### config.mk
export PLATFORM = sky130hd
export DESIGN_NAME = processor_core
export DESIGN_NICKNAME = d
export VERILOG_FILES = /design/src/rtl/processor_pkg.sv /design/src/rtl/proc_regfile.sv /design/src/rtl/processor_core.sv
export SDC_FILE = /design/constraint.sdc
export NUM_CORES = 1
export LEC_CHECK = 0
export BUFFER_PORTS_ARGS = -buffer_cell sky130_fd_sc_hd__buf_2
export CORE_ASPECT_RATIO = 0.6
export CORE_UTILIZATION = 55
export CTS_CLUSTER_SIZE = 16
export DETAILED_ROUTE_END_ITERATION = 16
export PLACE_DENSITY_LB_ADDON = 0.15
export SYNTH_ARGS = -nofsm -noshare
export SYNTH_HDL_FRONTEND = slang
export SYNTH_HIERARCHICAL = 1
export SYNTH_SLANG_ARGS = --single-unit
### constraint.sdc
create_clock -name Clk -period 4.46 [get_ports Clk]
set_input_delay 0.669 -clock Clk [delete_from_list [all_inputs] [get_ports Clk]]
set_output_delay 0.669 -clock Clk [all_outputs]
set_load 0.02 [all_outputs]
### src/rtl/processor_pkg.sv
// Shared types and constants for the multi-cycle processor core:
// FSM state encoding, opcodes, instruction field positions and sizes.
package processor_pkg;

    localparam int RF_DEPTH = 16;
    localparam int RF_AW    = 4;
    localparam int DADDR_W  = 8;
    localparam int IR_W     = 16;

    // Instruction field positions
    localparam int OP_MSB    = 15;
    localparam int OP_LSB    = 12;
    localparam int RA_MSB    = 11;
    localparam int RA_LSB    = 8;
    localparam int RB_MSB    = 7;
    localparam int RB_LSB    = 4;
    localparam int RD_MSB    = 3;
    localparam int RD_LSB    = 0;
    localparam int SADDR_MSB = 7;
    localparam int SADDR_LSB = 0;
    localparam int LADDR_MSB = 11;
    localparam int LADDR_LSB = 4;

    typedef enum logic [3:0] {
        INIT   = 4'd0,
        FETCH  = 4'd1,
        DECODE = 4'd2,
        EXEC   = 4'd3,
        MEM    = 4'd4,
        HALT   = 4'd5
    } state_e;

    typedef enum logic [3:0] {
        OP_NOOP  = 4'd0,
        OP_STORE = 4'd1,
        OP_LOAD  = 4'd2,
        OP_ADD   = 4'd3,
        OP_SUB   = 4'd4,
        OP_HALT  = 4'd5,
        OP_JMP   = 4'd6
    } opcode_e;

endpackage

### src/rtl/proc_regfile.sv
// 16-entry register file: two asynchronous read ports, one synchronous
// write port, whole array cleared by the asynchronous reset.
module proc_regfile
    import processor_pkg::*;
#(
    parameter int DATA_W = 16
) (
    input  logic              i_clk,
    input  logic              i_rst_n,
    input  logic              i_we,
    input  logic [RF_AW-1:0]  i_waddr,
    input  logic [DATA_W-1:0] i_wdata,
    input  logic [RF_AW-1:0]  i_raddr_a,
    input  logic [RF_AW-1:0]  i_raddr_b,
    output logic [DATA_W-1:0] o_rdata_a,
    output logic [DATA_W-1:0] o_rdata_b
);

    logic [DATA_W-1:0] r_mem [RF_DEPTH];

    // Register array: cleared on reset, single write per cycle
    always_ff @(posedge i_clk or negedge i_rst_n) begin
        if (!i_rst_n) begin
            for (int i = 0; i < RF_DEPTH; i++) begin
                r_mem[i] <= '0;
            end
        end else if (i_we) begin
            r_mem[i_waddr] <= i_wdata;
        end
    end

    // Reads see the pre-write contents during a write cycle
    assign o_rdata_a = r_mem[i_raddr_a];
    assign o_rdata_b = r_mem[i_raddr_b];

endmodule

### src/rtl/processor_core.sv
// Multi-cycle processor core: FSM controller, PC/IR, ALU and register file.
// External combinational instruction ROM and req/ack data memory.
// Optional performance counters enabled by defining PROC_PERF_CNT_EN.
module processor_core
    import processor_pkg::*;
#(
    parameter int DATA_W = 16,
    parameter int PC_W   = 7
) (
    input  logic               Clk,
    input  logic               ResetN,
    output logic [PC_W-1:0]    imem_addr,
    input  logic [IR_W-1:0]    imem_data,
    output logic               dmem_req,
    output logic               dmem_we,
    output logic [DADDR_W-1:0] dmem_addr,
    output logic [DATA_W-1:0]  dmem_wdata,
    input  logic [DATA_W-1:0]  dmem_rdata,
    input  logic               dmem_ack,
    output logic               halted,
    output logic [3:0]         State,
    output logic [IR_W-1:0]    IR_Out,
    output logic [PC_W-1:0]    PC_Out,
    output logic [DATA_W-1:0]  ALU_A,
    output logic [DATA_W-1:0]  ALU_B,
    output logic [DATA_W-1:0]  ALU_Out
`ifdef PROC_PERF_CNT_EN
    ,
    output logic [31:0]        cycle_cnt,
    output logic [31:0]        retired_cnt
`endif
);

    localparam logic [PC_W-1:0] PC_ONE = 1;

    state_e               r_state;
    state_e               w_next_state;
    logic [PC_W-1:0]      r_pc;
    logic [IR_W-1:0]      r_ir;
    logic [3:0]           w_op;
    logic [DATA_W-1:0]    w_rd_a;
    logic [DATA_W-1:0]    w_rd_b;
    logic [DATA_W-1:0]    w_alu_out;
    logic                 w_rf_we;
    logic [DATA_W-1:0]    w_rf_wdata;
    logic                 w_dmem_req;
    logic                 w_dmem_we;
    logic [DADDR_W-1:0]   w_dmem_addr;
    logic [DATA_W-1:0]    w_dmem_wdata;

    assign w_op = r_ir[OP_MSB:OP_LSB];

    proc_regfile #(
        .DATA_W (DATA_W)
    ) u_regfile (
        .i_clk     (Clk),
        .i_rst_n   (ResetN),
        .i_we      (w_rf_we),
        .i_waddr   (r_ir[RD_MSB:RD_LSB]),
        .i_wdata   (w_rf_wdata),
        .i_raddr_a (r_ir[RA_MSB:RA_LSB]),
        .i_raddr_b (r_ir[RB_MSB:RB_LSB]),
        .o_rdata_a (w_rd_a),
        .o_rdata_b (w_rd_b)
    );

    // ALU: only ADD and SUB results are ever written back
    assign w_alu_out = (w_op == OP_SUB) ? (w_rd_a - w_rd_b) : (w_rd_a + w_rd_b);

    // State register
    always_ff @(posedge Clk or negedge ResetN) begin
        if (!ResetN) begin
            r_state <= INIT;
        end else begin
            r_state <= w_next_state;
        end
    end

    // Next-state decode plus memory-port and register-file write controls
    always_comb begin
        w_next_state = r_state;
        w_dmem_req   = 1'b0;
        w_dmem_we    = 1'b0;
        w_dmem_addr  = '0;
        w_dmem_wdata = '0;
        w_rf_we      = 1'b0;
        w_rf_wdata   = w_alu_out;
        case (r_state)
            INIT:   w_next_state = FETCH;
            FETCH:  w_next_state = DECODE;
            DECODE: begin
                case (w_op)
                    OP_ADD, OP_SUB:   w_next_state = EXEC;
                    OP_LOAD, OP_STORE: w_next_state = MEM;
                    OP_HALT:          w_next_state = HALT;
                    default:          w_next_state = FETCH;
                endcase
            end
            EXEC: begin
                w_rf_we      = 1'b1;
                w_next_state = FETCH;
            end
            MEM: begin
                // IR and RF are untouched while waiting, so these hold steady
                w_dmem_req = 1'b1;
                if (w_op == OP_STORE) begin
                    w_dmem_we    = 1'b1;
                    w_dmem_addr  = r_ir[SADDR_MSB:SADDR_LSB];
                    w_dmem_wdata = w_rd_a;
                end else begin
                    w_dmem_addr  = r_ir[LADDR_MSB:LADDR_LSB];
                end
                if (dmem_ack) begin
                    w_next_state = FETCH;
                    if (w_op == OP_LOAD) begin
                        w_rf_we    = 1'b1;
                        w_rf_wdata = dmem_rdata;
                    end
                end
            end
            HALT:    w_next_state = HALT;
            default: w_next_state = INIT;
        endcase
    end

    // PC and IR: fetch loads IR and increments PC, decode of JMP redirects PC
    always_ff @(posedge Clk or negedge ResetN) begin
        if (!ResetN) begin
            r_pc <= '0;
            r_ir <= '0;
        end else begin
            if (r_state == FETCH) begin
                r_ir <= imem_data;
                r_pc <= r_pc + PC_ONE;
            end else if (r_state == DECODE && w_op == OP_JMP) begin
                r_pc <= r_ir[PC_W-1:0];
            end
        end
    end

`ifdef PROC_PERF_CNT_EN
    logic [31:0] r_cycle_cnt;
    logic [31:0] r_retired_cnt;

    // Cycle and retired-instruction counters, both frozen once halted
    always_ff @(posedge Clk or negedge ResetN) begin
        if (!ResetN) begin
            r_cycle_cnt   <= '0;
            r_retired_cnt <= '0;
        end else begin
            if (r_state != HALT) begin
                r_cycle_cnt <= r_cycle_cnt + 32'd1;
            end
            if (w_next_state == FETCH &&
                (r_state == DECODE || r_state == EXEC || r_state == MEM)) begin
                r_retired_cnt <= r_retired_cnt + 32'd1;
            end
        end
    end

    assign cycle_cnt   = r_cycle_cnt;
    assign retired_cnt = r_retired_cnt;
`endif

    // Memory port is decoded from state, so reset drops dmem_req immediately
    assign dmem_req   = w_dmem_req;
    assign dmem_we    = w_dmem_we;
    assign dmem_addr  = w_dmem_addr;
    assign dmem_wdata = w_dmem_wdata;

    assign imem_addr = r_pc;
    assign halted    = (r_state == HALT);
    assign State     = r_state;
    assign IR_Out    = r_ir;
    assign PC_Out    = r_pc;
    assign ALU_A     = w_rd_a;
    assign ALU_B     = w_rd_b;
    assign ALU_Out   = w_alu_out;

endmodule

### Word-level counts from Yosys, hierarchy flattened

Index checks and enable logic that the tools add are counted.

| storage, ports and cells | value |
|---|---|
| bits in registers | 283 |
| input port bits | 35 |
| logic and storage cells | 76 |
| output and inout bits | 109 |

| operators by class | value |
|---|---|
| reductions and logical operators | 7 |
| $lt $le $gt $ge | 4 |
| bitwise operators | 3 |
| add/subtract/negate cells | 3 |
| muxes and demuxes | 28 |
| eq/ne operators | 12 |

Operators with widths:

| operator | count |
|---|---|
| 256-bit bitwise mux | 1 |
| 16-bit two-way mux | 11 |
| 16-bit binary-select mux with 4-bit select | 2 |
| 16-bit demux with 4-bit select | 1 |
| 4-bit by 3-bit == test with 1-bit output, second input constant | 5 |
| 4-bit case mux with 5 select lines | 1 |
| 16-bit adder | 1 |
| 4-bit by 2-bit == test with 1-bit output, second input constant | 4 |
| 8-bit two-way mux | 2 |
| 16-bit subtractor | 1 |
| 5-bit greater-or-equal comparator, second input constant | 3 |
| 4-bit NOT with 5-bit output | 3 |
| 7-bit two-way mux | 2 |
| 3-bit case mux with 3 select lines | 1 |
| 4-bit by 1-bit == test with 1-bit output, second input constant | 2 |
| 7-bit by 1-bit adder with 7-bit output, second input constant | 1 |
| 2-bit OR reduction | 3 |
| 5-bit by 1-bit less-than comparator with 1-bit output, second input constant | 1 |
| 1-bit two-way mux | 5 |
| 4-bit logical NOT | 1 |
| 4-bit two-way mux | 1 |
| 1-bit logical AND | 2 |
| 2-bit != test, second input constant | 1 |
| 1-bit case mux with 2 select lines | 1 |
| 2-bit nonzero test | 1 |

### Depth between registers and ports, before layout

| depth | value |
|---|---|
| depth in word-level cells | 10 |
| mapped depth | 21 |
| mapped depth without buffers | 18 |

### Cells and area by module

Netlist, hierarchy kept.

Modules (own cells, without submodules):

| module | instances | cells each | area each (µm²) |
|---|---|---|---|
| proc_regfile | 1 | 848 | 13,310.3 |
| processor_core | 1 | 363 | 2,745.1 |

### Worst setup path after synthesis

No wires, ideal clock.

| timing path | value |
|---|---|
| path kind | flip-flop to flip-flop |
| from | register r_ir[4], in the netlist IR_Out[4] |
| to | register u_regfile/r_mem[220] in the netlist's numbering |
| cell stages (with the launch flop) | 21 |
| arrival | 5.273 ns |
| slack | -0.940 ns |
| library setup time | 0.128 ns |
| path through | dfrtp_1 buf_2 buf_2 mux4_2 a22oi_1 nand2_1 inv_1 ha_1 nand2b_1 or4_1 nor2_1 a21oi_1 xnor2_1 ha_1 nor2b_1 or4b_4 a31oi_4 xnor2_1 mux2_4 clkbuf_1 mux2_1 |

| between the ends | value |
|---|---|
| longest elaborated chain between the ends | 10 |
| elaborated cells between the ends (all ways) | 11 |
| those cells by class | add/sub: 2; mux: 8; bitwise: 1 |

Ends and longest elaborated chain:

| item | line | source |
|---|---|---|
| from (decl) | processor_core.sv:39 | `logic [IR_W-1:0] r_ir;` |
| from (signal assigned) | processor_core.sv:133 | `r_ir <= imem_data;` |
| 4-bit NOT with 5-bit output (implied by the code) * | proc_regfile.sv:34 | `assign o_rdata_b = r_mem[i_raddr_b];` |
| 16-bit binary-select mux with 4-bit select * | proc_regfile.sv:34 |  |
| 16-bit two-way mux (implied by the code) * (2 in series) | proc_regfile.sv:34 |  |
| net ALU_B[0] | processor_core.sv:25 | `output logic [DATA_W-1:0] ALU_B,` |
| 16-bit adder or 16-bit subtractor (tied branches) | processor_core.sv:68 | `assign w_alu_out = (w_op == OP_SUB) ? (w_rd_a - w_rd_b) : (w_rd_a + w_rd_b);` |
| 16-bit two-way mux * | processor_core.sv:68 |  |
| net ALU_Out[12] | processor_core.sv:26 | `output logic [DATA_W-1:0] ALU_Out` |
| 16-bit two-way mux | processor_core.sv:115 | `if (w_op == OP_LOAD) begin` |
| 16-bit two-way mux | processor_core.sv:113 | `if (dmem_ack) begin` |
| 16-bit two-way mux * | processor_core.sv:88 | `case (r_state)` |
| net w_rf_wdata[12] | processor_core.sv:45 | `logic [DATA_W-1:0] w_rf_wdata;` |
| 256-bit bitwise mux * | proc_regfile.sv:28 | `r_mem[i_waddr] <= i_wdata;` |
| to (signal, indexed assignment) | proc_regfile.sv:28 |  |
| to (decl) | proc_regfile.sv:19 | `logic [DATA_W-1:0] r_mem [RF_DEPTH];` |

Mark *: on every way through the listed nets, which the timed path passes. The rest lies on a longest branch. The select of a mux whose other input is x is not followed.
A chain may end at the register's enable or synchronous reset.

### Worst setup path in the final report

| timing path | value |
|---|---|
| from | register r_ir[4], in the netlist IR_Out[4] |
| to | output port ALU_Out[12] |

| between the ends | value |
|---|---|
| longest elaborated chain between the ends | 6 |
| elaborated cells between the ends (all ways) | 7 |
| those cells by class | add/sub: 2; mux: 4; bitwise: 1 |

Ends and longest elaborated chain:

| item | line |
|---|---|
| 4-bit NOT with 5-bit output (implied by the code) * | proc_regfile.sv:34 |
| 16-bit binary-select mux with 4-bit select * | proc_regfile.sv:34 |
| 16-bit two-way mux (implied by the code) * (2 in series) | proc_regfile.sv:34 |
| 16-bit adder or 16-bit subtractor (tied branches) | processor_core.sv:68 |
| 16-bit two-way mux * | processor_core.sv:68 |
| to (decl) | processor_core.sv:26 |

Every way passes the cells marked *; elsewhere a longest branch is shown, timed or not. The select of a mux whose other input is x is not followed.

==> impl_metrics.ini <==
[sta]
drv_slew = 0
final.setup.worst_slack_ns = -0.9831
fmax_mhz = 183.7
worstMarginPinSlew_ns = 0.8841
period_share = 1.220
finalSetupViolations = 157
finalHoldViolations = 0
fin_crit_ns = 5.443
finalClockSkew_ns = 0.02413
holdWs_ns = 0.1015
setup_total_negative_slack_ns = -45.76
slew_headroom = 0.4106
grt_setup_unrepaired = yes

[worst_setup_path]
critPathMaxFanout = 6
timing.reg2reg.setup_slack_ns = -0.38
crit_path_end_kind = output pin
critical_path_class = register to output pin
r2r_end = u_regfile/r_mem[191]$_DFFE_PN0P_
cp.required_ns = 3.79
critPathLaunchType = register
r2r.worst_path.cells = 20
timing.critical_path.slowest_cell_delay_ns = 0.52
arrival_ns = 4.77
rr_startpoint = IR_Out[4]$_DFFE_PN0P_
cp_slowest_cell = mux4_2
cp_cell_sequence = buf_12, mux4_2, a22oi_2, nand2_2, inv_2, ha_4, nand2b_4, or4_4, nor2_4, a21oi_2, xnor2_1, ha_2, nor2b_4, or4b_4, a31oi_4, xnor2_4, buf_6

[drt]
detail_route.first_pass.iterations = 5
wl_per_cell_um = 26.94
detailedRoute.firstIterationViolations = 1123
remaining_drc_errors = 0
routed_wirelength_um = 49630
antenna_violating_nets_post_route = 0
route.detailed.vias_per_inst = 6.565
num_vias = 12090

[global_route]
globalRoute.totalOverflow = 0
grt_max_degree = 124
grt_antenna_before_repair = 0
grt_pass1_vias = 11950
grt_pass1_wl_um = 73930
total_grt_usage = 0.3284

[power_and_ir_drop]
power_frac_seq = 0.503
internal_power_of_the_cells_mw = 4.007
share_comb_of_total_power = 0.015
power.share.switching = 0.2114
power.leakage_nw = 9.941
power_frac_clock = 0.482
switching_power_mw = 1.074
totalPowerFinal_mw = 5.081
vdd_ir_max_mv = 0.2552
power_density_normalized_to_cell_area_nw_per_um2 = 254.4

[place]
routability_congestion = 0.9526
placement.io_buffers = 142
placed_cells = 1764
dpl.hpwl_um = 33130
pre_cts_ws_ns = -0.4327
placedInstanceArea_um2 = 18190

[floorplanning]
num_rows = 48
io-pin-count = 144
floorplan.die_area_um2 = 29900
initial_core_util = 0.5593
core_area_um2 = 28710
die_height_um = 134.3
die_x_um = 222.6

[finish]
mostFrequentLayoutCells = dfrtp_1 (278), mux2_2 (196), buf_4 (138), buf_2 (130), mux4_2 (128)
nFillCells = 2000
layout.nets = 1503
post-route-cell-area_um2 = 19970
finish.utilization = 0.6957
most_common_cell_after_layout_fill_and_taps_aside = dfrtp_1
drive_gt1_frac = 0.5542
final_instance_count_excl_fillers = 1842
multi_input_area_um2 = 9203
area_growth_syn_to_fin_pct = 24.39
diodes = 0
register_area_um2 = 7067

[logic_synthesis]
ys_warn_count = 6
synthArstFlopShare = 1.000
syn_area_per_cell_um2 = 13.26
synth_cell_type_count = 59
synth-edff-count = 0
synth-seq-area-share = 0.4395
postSynthRegisterBits = 282
syn_area_um2 = 16060
syn_inst = 1211
dominantRegCellSynth = dfrtp_1
syn-num-nets = 1264

[cts]
clkLatencyLatePin_ns = 0.56
cts_tree = yes
cts_htree_levels = 1
max-clock-path-buffers = 3
numCtsBuffers = 27
cts_root_buf = clkbuf_16
clk_pin_slew_ns = 0.07
clkSinkCount = 282
ctsHoldBuffers = 0

[run]
maxCapViolations = 0

[run_status]
violations = setup timing
run_status = finished, violations left

[worst_hold_path]
min-delay-path-class = input pin to async pin
cells in the mapped netlist, types with 5 or more instances:
master,number,area [µm²]
a21o_1,5,37.54
a21oi_1,28,140.1
a22oi_1,64,480.5
and3_1,20,125.1
buf_2,33,165.2
buf_4,9,67.56
clkbuf_1,53,198.9
dfrtp_1,282,7057
ha_1,17,212.7
inv_1,12,45.04
mux2_1,48,540.5
mux2_2,221,2489
mux4_2,128,2883
nand2_1,114,427.9
nand2b_1,9,56.30
nand3b_1,6,45.04
nor2_1,41,153.9
nor2_2,6,37.54
nor2b_1,7,43.79
nor3_1,9,45.04
o21ai_0,12,60.06
or3_1,6,37.54
xnor2_1,19,166.4
xor2_1,8,70.07
worst max path at each step:
stage                                     start                          endpoint  cells past startpoint
after global routing      IR_Out[4]$_DFFE_PN0P_                       ALU_Out[12]                     17
after CTS                 IR_Out[4]$_DFFE_PN0P_                       ALU_Out[12]                     18
final                     IR_Out[4]$_DFFE_PN0P_                       ALU_Out[12]                     17
after detailed placement  IR_Out[4]$_DFFE_PN0P_                       ALU_Out[15]                     16
after floorplan           IR_Out[4]$_DFFE_PN0P_  u_regfile/r_mem[220]$_DFFE_PN0P_                     20
after global placement    IR_Out[4]$_DFFE_PN0P_                       ALU_Out[15]                     18
flip-flops by register name (all words and copies together) (netlist names):
| register | cells |
|---|---|
| PC_Out | 7 |
| IR_Out | 16 |
| State | 3 |
| u_regfile/r_mem | 256 |
cells by family after synthesis:
family	count (synthesis)	synth area share
AND/OR/NAND/NOR	237	0.06983
XOR/XNOR	27	0.01473
flip-flops	282	0.4395
other	1	0.0002336
AO/OA/AOI/OAI	133	0.05829
adder cells (fa/ha/maj)	18	0.01449
buffers and inverters	112	0.03187
multiplexers	401	0.3710
routing by layer:
layer | part of all wire | vias to the layer above | routed length [µm] | global-route usage
met2 | 0.44 | 600 | 21860 | 0.4793
li1 | - | 5063 | - | -
met5 | 0 | - | 0 | 0
met4 | 0.030 | 0 | 1475 | 0.09310
met3 | 0.097 | 104 | 4804 | 0.07952
met1 | 0.43 | 6325 | 21490 | 0.4900
final cells by class:
cell class | instances | share of cell area
multi-input cells | 823 | 0.4608
flip-flops and latches | 282 | 0.3538
repair buffers | 304 | 0.1133
clock buffers | 36 | 0.03853
well taps | 375 | 0.02349
clock inverters | 10 | 0.007831
inverters | 12 | 0.002255
power by group through the flow:
| stage | logic (mW) | registers (mW) | clock network, mW |
|---|---|---|---|
| global placement | 0.0733 | 2.61 | 0 |
| finish | 0.0757 | 2.56 | 2.45 |
| floorplan | 0.00251 | 2.61 | 0 |
| detailed placement | 0.0740 | 2.61 | 0 |
| global route | 0.0866 | 2.56 | 2.57 |
| CTS | 0.0762 | 2.56 | 2.47 |
what timing repair did:
action                                  in CTS  in global routing
pin swaps                                   13                 32
setup buffers                               16                  9
resized for setup                           77                 58
endpoints found under the setup margin     157                173
cloned                                       5                  3
critical path, delay by kind of cell (launching register included):
family | cells | cell delay [ns]
fa+ha+maj | 2 | 0.48
simple gates | 6 | 1.44
xor+xnor | 2 | 0.35
compound gates | 3 | 0.51
flops | 1 | 0.50
buf+inv | 3 | 0.39
mux | 1 | 0.52
No activity file was read; power rests on OpenSTA's default activity.
